[config.mk]
export PLATFORM = sky130hd
export DESIGN_NAME = riscv_boot_sequencer
export DESIGN_NICKNAME = d
export VERILOG_FILES = /design/src/rtl/riscv_boot_pkg.sv /design/src/rtl/word2byte_serializer.sv /design/src/rtl/riscv_boot_sequencer.sv
export SDC_FILE = /design/constraint.sdc
export NUM_CORES = 1
export LEC_CHECK = 0
export ABC_AREA = 1
export CAP_MARGIN = 10
export CORE_ASPECT_RATIO = 0.75
export CORE_MARGIN = 1
export CORE_UTILIZATION = 55
export CTS_CLUSTER_SIZE = 12
export DETAILED_ROUTE_END_ITERATION = 8
export PLACE_DENSITY = 0.81
export SLEW_MARGIN = 40
export SYNTH_ARGS = -nofsm -noshare
export SYNTH_HDL_FRONTEND = slang
export SYNTH_SLANG_ARGS = --single-unit
[constraint.sdc]
create_clock -name clk -period 1.7 [get_ports clk]
set_input_delay 0.34 -clock clk [delete_from_list [all_inputs] [get_ports clk]]
set_output_delay 0.34 -clock clk [all_outputs]
set_load 0.02 [all_outputs]
[src/rtl/riscv_boot_pkg.sv]
// Shared definitions for the RISC-V boot sequencer: command opcodes, FSM states, error bits.
// The optional checksum stage is enabled with RISCV_BOOT_CSUM_EN.
package riscv_boot_pkg;

  localparam logic [3:0] OP_LOAD   = 4'h1;
  localparam logic [3:0] OP_START  = 4'h2;
  localparam logic [3:0] OP_HALT   = 4'h3;
  localparam logic [3:0] OP_CLRERR = 4'h4;

  localparam int ERR_OPCODE = 0;
  localparam int ERR_RANGE  = 1;
  localparam int ERR_CSUM   = 2;

  localparam int BYTES_PER_WORD = 4;

  typedef enum logic [2:0] {
    IDLE     = 3'd0,
    GET_LEN  = 3'd1,
    GET_DATA = 3'd2,
    WRITE    = 3'd3,
    GET_CSUM = 3'd4
  } state_e;

  function automatic logic [3:0] opcode_of(input logic [31:0] word);
    return word[31:28];
  endfunction

endpackage

[src/rtl/word2byte_serializer.sv]
// Splits a 32-bit program word into four little-endian byte writes on the
// instruction-memory config bus, dropping writes beyond MEM_SIZE.
module word2byte_serializer
  import riscv_boot_pkg::*;
#(
  parameter int          ADDR_BITS = 24,
  parameter int unsigned MEM_SIZE  = 32768
) (
  input  logic                 clk,
  input  logic                 resetn,
  input  logic                 set_base_i,
  input  logic [ADDR_BITS-1:0] base_i,
  input  logic                 load_i,
  input  logic [31:0]          word_i,
  input  logic                 step_i,
  output logic                 done_o,
  output logic                 oor_o,
  output logic [ADDR_BITS-1:0] addr_o,
  output logic [7:0]           byte_o,
  output logic                 wr_en_o
);

  localparam logic [2:0] LAST_B = 3'(BYTES_PER_WORD);

  logic [23:0]          shreg_q, shreg_d;
  logic [2:0]           b_q, b_d;
  logic [ADDR_BITS-1:0] ptr_q, ptr_d;
  logic [ADDR_BITS-1:0] addr_q, addr_d;
  logic [7:0]           byte_q, byte_d;
  logic                 wr_en_q, wr_en_d;
  logic                 emit;
  logic [7:0]           emit_byte;
  logic                 in_range;

  assign in_range = 32'(ptr_q) < MEM_SIZE;

  // Byte 0 is emitted straight from the incoming word so the first strobe
  // lands in the cycle right after the word is accepted.
  always_comb begin
    shreg_d   = shreg_q;
    b_d       = b_q;
    ptr_d     = ptr_q;
    addr_d    = addr_q;
    byte_d    = byte_q;
    wr_en_d   = 1'b0;
    emit      = 1'b0;
    emit_byte = shreg_q[7:0];
    if (set_base_i) begin
      ptr_d = base_i;
    end
    if (load_i) begin
      emit      = 1'b1;
      emit_byte = word_i[7:0];
      shreg_d   = word_i[31:8];
      b_d       = 3'd1;
    end else if (step_i && (b_q != LAST_B)) begin
      emit      = 1'b1;
      emit_byte = shreg_q[7:0];
      shreg_d   = shreg_q >> 8;
      b_d       = b_q + 3'd1;
    end
    if (emit) begin
      addr_d  = ptr_q;
      byte_d  = emit_byte;
      wr_en_d = in_range;
      ptr_d   = ptr_q + 1'b1;
    end
  end

  always_ff @(posedge clk or negedge resetn) begin
    if (!resetn) begin
      shreg_q <= '0;
      b_q     <= '0;
      ptr_q   <= '0;
      addr_q  <= '0;
      byte_q  <= '0;
      wr_en_q <= 1'b0;
    end else begin
      shreg_q <= shreg_d;
      b_q     <= b_d;
      ptr_q   <= ptr_d;
      addr_q  <= addr_d;
      byte_q  <= byte_d;
      wr_en_q <= wr_en_d;
    end
  end

  assign done_o  = (b_q == LAST_B);
  assign oor_o   = emit & ~in_range;
  assign addr_o  = addr_q;
  assign byte_o  = byte_q;
  assign wr_en_o = wr_en_q;

endmodule

[src/rtl/riscv_boot_sequencer.sv]
// Command-stream boot loader for picorv32_wrapper: loads program bytes and gates core reset.
// Define RISCV_BOOT_CSUM_EN to require a trailing checksum word after each load.
module riscv_boot_sequencer
  import riscv_boot_pkg::*;
#(
  parameter int          ADDR_BITS = 24,
  parameter int unsigned MEM_SIZE  = 32768,
  parameter int          LEN_BITS  = 16
) (
  input  logic                 clk,
  input  logic                 resetn,
  input  logic [31:0]          din,
  input  logic                 val_in,
  output logic                 ready_upward,
  input  logic                 ap_start,
  output logic [ADDR_BITS-1:0] instr_config_addr,
  output logic [7:0]           instr_config_din,
  output logic                 instr_config_wr_en,
  output logic                 core_resetn,
  output logic                 busy,
  output logic [2:0]           err
);

  // Stream handshake: a word moves when val_in && ready_upward at a rising
  // clk edge; ready_upward depends only on state, never on val_in.

`ifdef RISCV_BOOT_CSUM_EN
  localparam state_e DONE_STATE = GET_CSUM;
  logic [31:0] sum_q, sum_d;
`else
  localparam state_e DONE_STATE = IDLE;
`endif

  state_e              state_q, state_d;
  logic [LEN_BITS-1:0] cnt_q, cnt_d;
  logic                run_q, run_d;
  logic [2:0]          err_q, err_d;
  logic                core_q;
  logic                xfer;
  logic                set_base;
  logic                load;
  logic                step;
  logic                ser_done;
  logic                ser_oor;

  assign ready_upward = (state_q != WRITE);
  assign xfer         = val_in & ready_upward;

  always_comb begin
    state_d  = state_q;
    cnt_d    = cnt_q;
    run_d    = run_q;
    err_d    = err_q;
    set_base = 1'b0;
    load     = 1'b0;
    step     = 1'b0;
`ifdef RISCV_BOOT_CSUM_EN
    sum_d    = sum_q;
`endif
    case (state_q)
      IDLE: begin
        if (xfer) begin
          case (opcode_of(din))
            OP_LOAD: begin
              set_base = 1'b1;
              run_d    = 1'b0;
`ifdef RISCV_BOOT_CSUM_EN
              sum_d    = '0;
`endif
              state_d  = GET_LEN;
            end
            OP_START:  if (!err_q[ERR_CSUM]) run_d = 1'b1;
            OP_HALT:   run_d = 1'b0;
            OP_CLRERR: err_d = '0;
            default:   err_d[ERR_OPCODE] = 1'b1;
          endcase
        end
      end
      GET_LEN: begin
        if (xfer) begin
          cnt_d   = din[LEN_BITS-1:0];
          state_d = (din[LEN_BITS-1:0] == '0) ? DONE_STATE : GET_DATA;
        end
      end
      GET_DATA: begin
        if (xfer) begin
          load    = 1'b1;
`ifdef RISCV_BOOT_CSUM_EN
          sum_d   = sum_q + din;
`endif
          state_d = WRITE;
        end
      end
      WRITE: begin
        step = 1'b1;
        if (ser_done) begin
          cnt_d   = cnt_q - LEN_BITS'(1);
          state_d = (cnt_q == LEN_BITS'(1)) ? DONE_STATE : GET_DATA;
        end
      end
`ifdef RISCV_BOOT_CSUM_EN
      GET_CSUM: begin
        if (xfer) begin
          if (din != sum_q) err_d[ERR_CSUM] = 1'b1;
          state_d = IDLE;
        end
      end
`endif
      default: state_d = IDLE;
    endcase
    if (ser_oor) err_d[ERR_RANGE] = 1'b1;
  end

  always_ff @(posedge clk or negedge resetn) begin
    if (!resetn) begin
      state_q <= IDLE;
      cnt_q   <= '0;
      run_q   <= 1'b0;
      err_q   <= '0;
      core_q  <= 1'b0;
`ifdef RISCV_BOOT_CSUM_EN
      sum_q   <= '0;
`endif
    end else begin
      state_q <= state_d;
      cnt_q   <= cnt_d;
      run_q   <= run_d;
      err_q   <= err_d;
      // ap_start low holds the core in reset without forgetting a START.
      core_q  <= run_q & ap_start;
`ifdef RISCV_BOOT_CSUM_EN
      sum_q   <= sum_d;
`endif
    end
  end

  word2byte_serializer #(
    .ADDR_BITS (ADDR_BITS),
    .MEM_SIZE  (MEM_SIZE)
  ) u_ser (
    .clk        (clk),
    .resetn     (resetn),
    .set_base_i (set_base),
    .base_i     (din[ADDR_BITS-1:0]),
    .load_i     (load),
    .word_i     (din),
    .step_i     (step),
    .done_o     (ser_done),
    .oor_o      (ser_oor),
    .addr_o     (instr_config_addr),
    .byte_o     (instr_config_din),
    .wr_en_o    (instr_config_wr_en)
  );

  assign core_resetn = core_q;
  assign busy        = (state_q != IDLE);
  assign err         = err_q;

endmodule

# [Word level (Yosys, flattened, before mapping)]
# Cells that the tools add are included.
[totals] register_bits=107 latchBits=0 mem_bits_rw=0 mem_bits_ro=0 in_bits=36 output_inout_bits=39 mem_count=0
[op_classes] n_addsub=3 multipliers=0 div_mod_pow=0 n_lt_le_gt_ge=1 n_eq_ne=16 shift=0 muxes=33 n_bitwise=5 n_reduce_logical=18
[ops] op="$mux 24" n=4
[ops] op="$mux 16" n=2
[ops] op="$pmux 16 s2" n=1
[ops] op="$add 24x1->24 const B" n=1
[ops] op="$lt 24x16->1 const B" n=1
[ops] op="$mux 3" n=7
[ops] op="$eq 16x1->1 const B" n=1
[ops] op="$logic_not 16->1" n=1
[ops] op="$sub 16x1->16 const B" n=1
[ops] op="$reduce_bool 2->1" n=7
[ops] op="$pmux 3 s4" n=1
[ops] op="$reduce_and 3->1" n=4
[ops] op="$mux 1" n=11
[ops] op="$eq 4x2->1 const B" n=2
[ops] op="$mux 2" n=4
[ops] op="$mux 8" n=1
[ops] op="$ne 2x2->1 const B" n=4
[ops] op="$eq 3x2->1 const B" n=2
[ops] op="$reduce_and 5->1" n=1
[ops] op="$eq 4x1->1 const B" n=1
[ops] op="$eq 4x3->1 const B" n=1
[ops] op="$pmux 1 s2" n=2
[ops] op="$add 3x1->3 const B" n=1
[ops] op="$and 1x1->1" n=3
[ops] op="11 further kinds" n=12

# [Depth between registers and ports, before layout]
[logic_depth] depth_word=8 depth_mapped=12

# [Hierarchy]
# From an unflattened synthesis, not the netlist that was laid out.
[hier_totals] hier_cells=795 hier_area_um2=5790.6
[modules_own_cells] mod="word2byte_serializer" n_inst=1 cells_per_inst=545 area_per_inst_um2=4224.1
[modules_own_cells] mod="riscv_boot_sequencer" n_inst=1 cells_per_inst=250 area_per_inst_um2=1566.5

# [Worst setup path after synthesis]
# No wires, ideal clock.
[synth_timing] kind="reg-to-reg" from="reg u_ser.b_q[0]" to="reg u_ser.ptr_q[12]" setup_time_ns=0.083 t_arrival_ns=1.425 slack_ns=0.192 path_stages_with_launch=11 path_buffers=2 period_less_slack_ns=1.508 cell_sequence="dfrtp_1 inv_1 ha_1 nand2_1 nand2_4 nand2_2 buf_4 buf_4 o21ai_0 nand3_1 o21ai_0"
[synth_between] elab_chain_len=5
[synth_rtl] element="start, declared" line="word2byte_serializer.sv:26" text="logic [2:0] b_q, b_d;"
[synth_rtl] element="start signal, assigned" line="word2byte_serializer.sv:73" text="b_q <= '0;"
[synth_rtl] element="start signal, assigned" line="word2byte_serializer.sv:80" text="b_q <= b_d;"
[synth_rtl] element="$ne 3x3->1 (*)" line="word2byte_serializer.sv:56" text="end else if (step_i && (b_q != LAST_B)) begin"
[synth_rtl] element="$logic_and 1x1->1 (*)" line="word2byte_serializer.sv:56"
[synth_rtl] element="$mux 1 (*)" line="word2byte_serializer.sv:56"
[synth_rtl] element="$mux 1 (*)" line="word2byte_serializer.sv:51" text="if (load_i) begin"
[synth_rtl] element="$mux 24 or $reduce_bool 2->1 (tied branches)"
[synth_rtl] element="end signal, assigned" line="word2byte_serializer.sv:81" text="ptr_q <= ptr_d;"
[synth_rtl] element="end, declared" line="word2byte_serializer.sv:27" text="logic [ADDR_BITS-1:0] ptr_q, ptr_d;"
# Mark *: on every way between the ends. The rest lies on a longest branch, timed or not.
# A chain may end at the register's enable or synchronous reset.

# [Worst setup path in the final report]
[layout_timing] from="reg u_ser.byte_q[6] (netlist: u_ser.byte_o[6])" to="out instr_config_din[6]"
[layout_rtl] element="start, declared" line="word2byte_serializer.sv:29" text="logic [7:0] byte_q, byte_d;"
[layout_rtl] element="start signal, assigned" line="word2byte_serializer.sv:83" text="byte_q <= byte_d;"
[layout_rtl] element="end, declared" line="riscv_boot_sequencer.sv:17" text="output logic [7:0] instr_config_din,"
# No word-level cell between the ends.

==> metrics.md <==
| Metric | Value |
|---|---|
| Fmax | 595 MHz |
| Post-synth EDFFs | 0 |
| Crit path cell chain | clkdlybuf4s50_1 |
| CP delay by family, top | buffers and inverters |
| Post-Syn Instances | 746 |
| H-tree levels | 3 |
| Maxcap violations | 0 |
| Root Driver | clkbuf_16 |
| Synth-to-layout area growth | 33.9% |
| Drt first pass iters | 7 |
| Final hold violation count | 0 |
| # nets final | 926 |
| Row count | 31 |
| Crit path arrival time | 1.34 ns |
| DRC | 0 |
| Post-synthesis cell type count | 34 |
| Crit-path slowest cell | clkdlybuf4s50_1 |
| Detailed router's first-iteration violation count | 732 |
| Die height | 89.6 um |
| CP Class | register to primary output |
| Tot Pwr | 15.3 mW |
| Initial Util | 57.5% |
| Comb pwr share | 55.1% |
| DR vias | 5810 |
| Hold Slack | 0.469 ns |
| CP Max Fanout | 2 |
| Clk sinks | 106 |
| Crit path required time | 1.36 ns |
| Commonest cells post-synth | 178 x nand2_1, 106 x dfrtp_1, 97 x nor2_1, 86 x inv_1, 86 x o21ai_0 |
| CTS tree | built |
| Worst path max stage delay | 0.61 ns |
| Final setup fails | 0 |
| Critical Path Sink Type | primary output |
| Mean Syn Cell Area | 7.54 um^2 |
| Largest net degree at the start of global routing | 35 |
| Sw frac | 44.4% |
| Post-route ant nets | 0 |
| Seq pwr share | 30.8% |
| PwrDens | 2040 nW/um^2 |
| Sequential area share after synthesis | 47.2% |
| Top cells by area, synth | dfrtp_1 47%, nand2_1 12%, o21ai_0 7.7%, nor2_1 6.5%, inv_1 5.7% |
| Worst IR Drop VDD | 1.09 mV |
| Buf/Inv on CP | 1 |
| Yosys reg bits | 106 |
| Core Area | 9770 um^2 |
| Grt ovf | 0 |
| Int Power | 8.53 mW |
| Ys Warns | 0 |
| Crit path time final | 1.68 ns |
| Synth top area share | 47.2% |
| Ports | 75 |
| Drt total wl | 17000 um |
| Overall routing resource usage | 32.6% |
| Post-Syn Area | 5620 um^2 |
| Final Util | 77.0% |
| Syn Nets | 787 |
| Number of global-route vias before repair | 5271 |
| Largest area contributor in the netlist | dfrtp_1 |
| Die area | 10600 um^2 |
| Clock share of power | 14.1% |
| Outcome | completed |
| Share of layout cells above drive strength 1 | 15.5% |
| Global-route wire length before repair | 26500 um |
| IO Port Bufs | 73 |
| NetSw | 6.80 mW |
| Number of diodes | 0 |
| Clock Tree Buf Depth | 2 |
| Clk slew on worst S/H paths | 0.08 ns |
| Initial antenna violation count | 0 |
| Setup Skew | 0.0123 ns |
| Routability congestion estimate | 0.961 |
| Startpoint Class | register |
| Drt wl/cell | 16.7 um |
| Hold crit path type | primary input to async pin |
| Leakage | 3.61 nW |
| Final period util | 98.8% |
| Skew-Pair Late Insertion Delay | 0.36 ns |
| Fraction of registers with async set or reset after synthesis | 100% |
| Unrepaired setup endpoints after global routing | true |
| Detail Placement HPWL | 12200 um |
| Most frequent cell after synthesis | nand2_1 |
| Die W | 119 um |
| Vias/cell | 5.68 |
| Number of CTS-inserted buffers | 9 |
| Top FF cell, synth | dfrtp_1 |
| Final max-slew violation count | 0 |
==> what timing repair did <==
item,CTS,global route
endpoints found under the hold margin,28,0
gates cloned,0,2
endpoints found under the setup margin,18,52
buffers inserted,0,4
gates resized for setup,11,54
hold buffers,1,0
pin swaps,0,5
==> through the flow <==
step | cells | setup slack [ns] | instance area, um^2 | TNS [ns]
6_report | 1022 | 0.0206 | 7530 | 0
2_1_floorplan | 746 | 0.192 | 5620 | 0
4_1_cts | 1016 | 0.000961 | 7320 | 0
5_1_grt | 1022 | -0.0336 | 7530 | -0.0951
3_3_place_gp | 999 | -0.159 | 6980 | -5.16
3_5_place_dp | 999 | -0.219 | 6980 | -9.07
==> layout by cell type (no fill, tap or decap), types with 2 or more instances in the layout <==
master,netlist,layout
nor2_2,0,6
a31oi_1,19,19
nor2_1,97,91
nor4_1,4,4
or2_2,2,2
clkbuf_16,0,11
o21ai_2,1,5
o21ai_1,1,8
o211ai_1,4,4
dlymetal6s2s_1,0,7
buf_6,1,5
o221ai_1,5,5
nand4_1,9,9
o22ai_1,9,9
inv_2,3,5
clkdlybuf4s50_1,0,63
a21oi_1,21,19
nor3_1,6,6
o21a_1,11,11
nand3_1,45,44
nand3_2,1,2
buf_12,0,5
ha_1,5,3
buf_4,8,73
dfrtp_1,106,105
xor2_1,6,6
inv_1,86,82
clkinvlp_4,0,2
nand2_1,178,174
clkinv_4,1,2
nand2_4,2,3
o21ai_0,86,75
nand2_2,3,5
==> cell type report <==
class,instances,area [um^2]
inverter,90,358
tap,132,165
clock buffer,10,229
clock inverter,6,73.8
timing repair buffer,158,1500
fill,693,2250
multi-input combinational,520,2550
sequential,106,2650
==> kinds of logic (layout without fill, tap and decap cells) <==
| logic type | after synthesis | after routing | share of synthesized area (%) |
|---|---|---|---|
| AND/OR/NAND/NOR | 351 | 351 | 25.9 |
| buffers and inverters | 120 | 264 | 9.10 |
| other | 1 | 1 | 0.0667 |
| flip-flops | 106 | 106 | 47.2 |
| AO/OA/AOI/OAI | 157 | 157 | 15.7 |
| XOR/XNOR | 6 | 6 | 0.935 |
| adder cells (fa/ha/maj) | 5 | 5 | 1.11 |
==> worst paths after layout <==
path                            startpoint             endpoint  slack [ns]  cells after the start
setup / recovery           u_ser.byte_o[6]  instr_config_din[6]        0.02                      1
hold / removal                      resetn             cnt_q[0]        0.47                      2
min in group clk                 cnt_q[15]            cnt_q[15]        0.47                      2
hold reg to reg                  cnt_q[15]            cnt_q[15]        0.47                      2
max in group asynchronous           resetn      u_ser.ptr_q[20]        0.65                      3
setup reg to reg                state_q[1]      u_ser.byte_o[7]        0.06                      7
==> power groups by stage <==
stage | logic (mW) | clock network, mW | registers, mW
detailed placement | 7.65 | 0 | 4.67
floorplan | 4.30 | 0 | 4.95
global placement | 7.41 | 0 | 4.62
finish | 8.45 | 2.16 | 4.72
global route | 9.28 | 2.28 | 4.83
CTS | 7.83 | 2.17 | 4.64
==> routing by layer <==
metal | track usage (%) | routed length (um) | vias to the layer above | part of all wire [%]
met5 | 0 | 0 | - | 0
met1 | 46.1 | 7490 | 2721 | 44
met3 | 5.93 | 1720 | 33 | 10
met4 | 9.90 | 312 | 0 | 1.8
li1 | - | - | 2704 | -
met2 | 51.6 | 7530 | 352 | 44
==> flip-flops by register name, indices dropped and copies added (netlist names) <==
signal / flops
u_ser.wr_en_o: 1
run_q: 1
u_ser.b_q: 3
err: 2
core_resetn: 1
u_ser.byte_o: 8
state_q: 2
u_ser.ptr_q: 24
u_ser.shreg_q: 24
cnt_q: 16
u_ser.addr_o: 24
No activity file was read; power rests on OpenSTA's default activity.
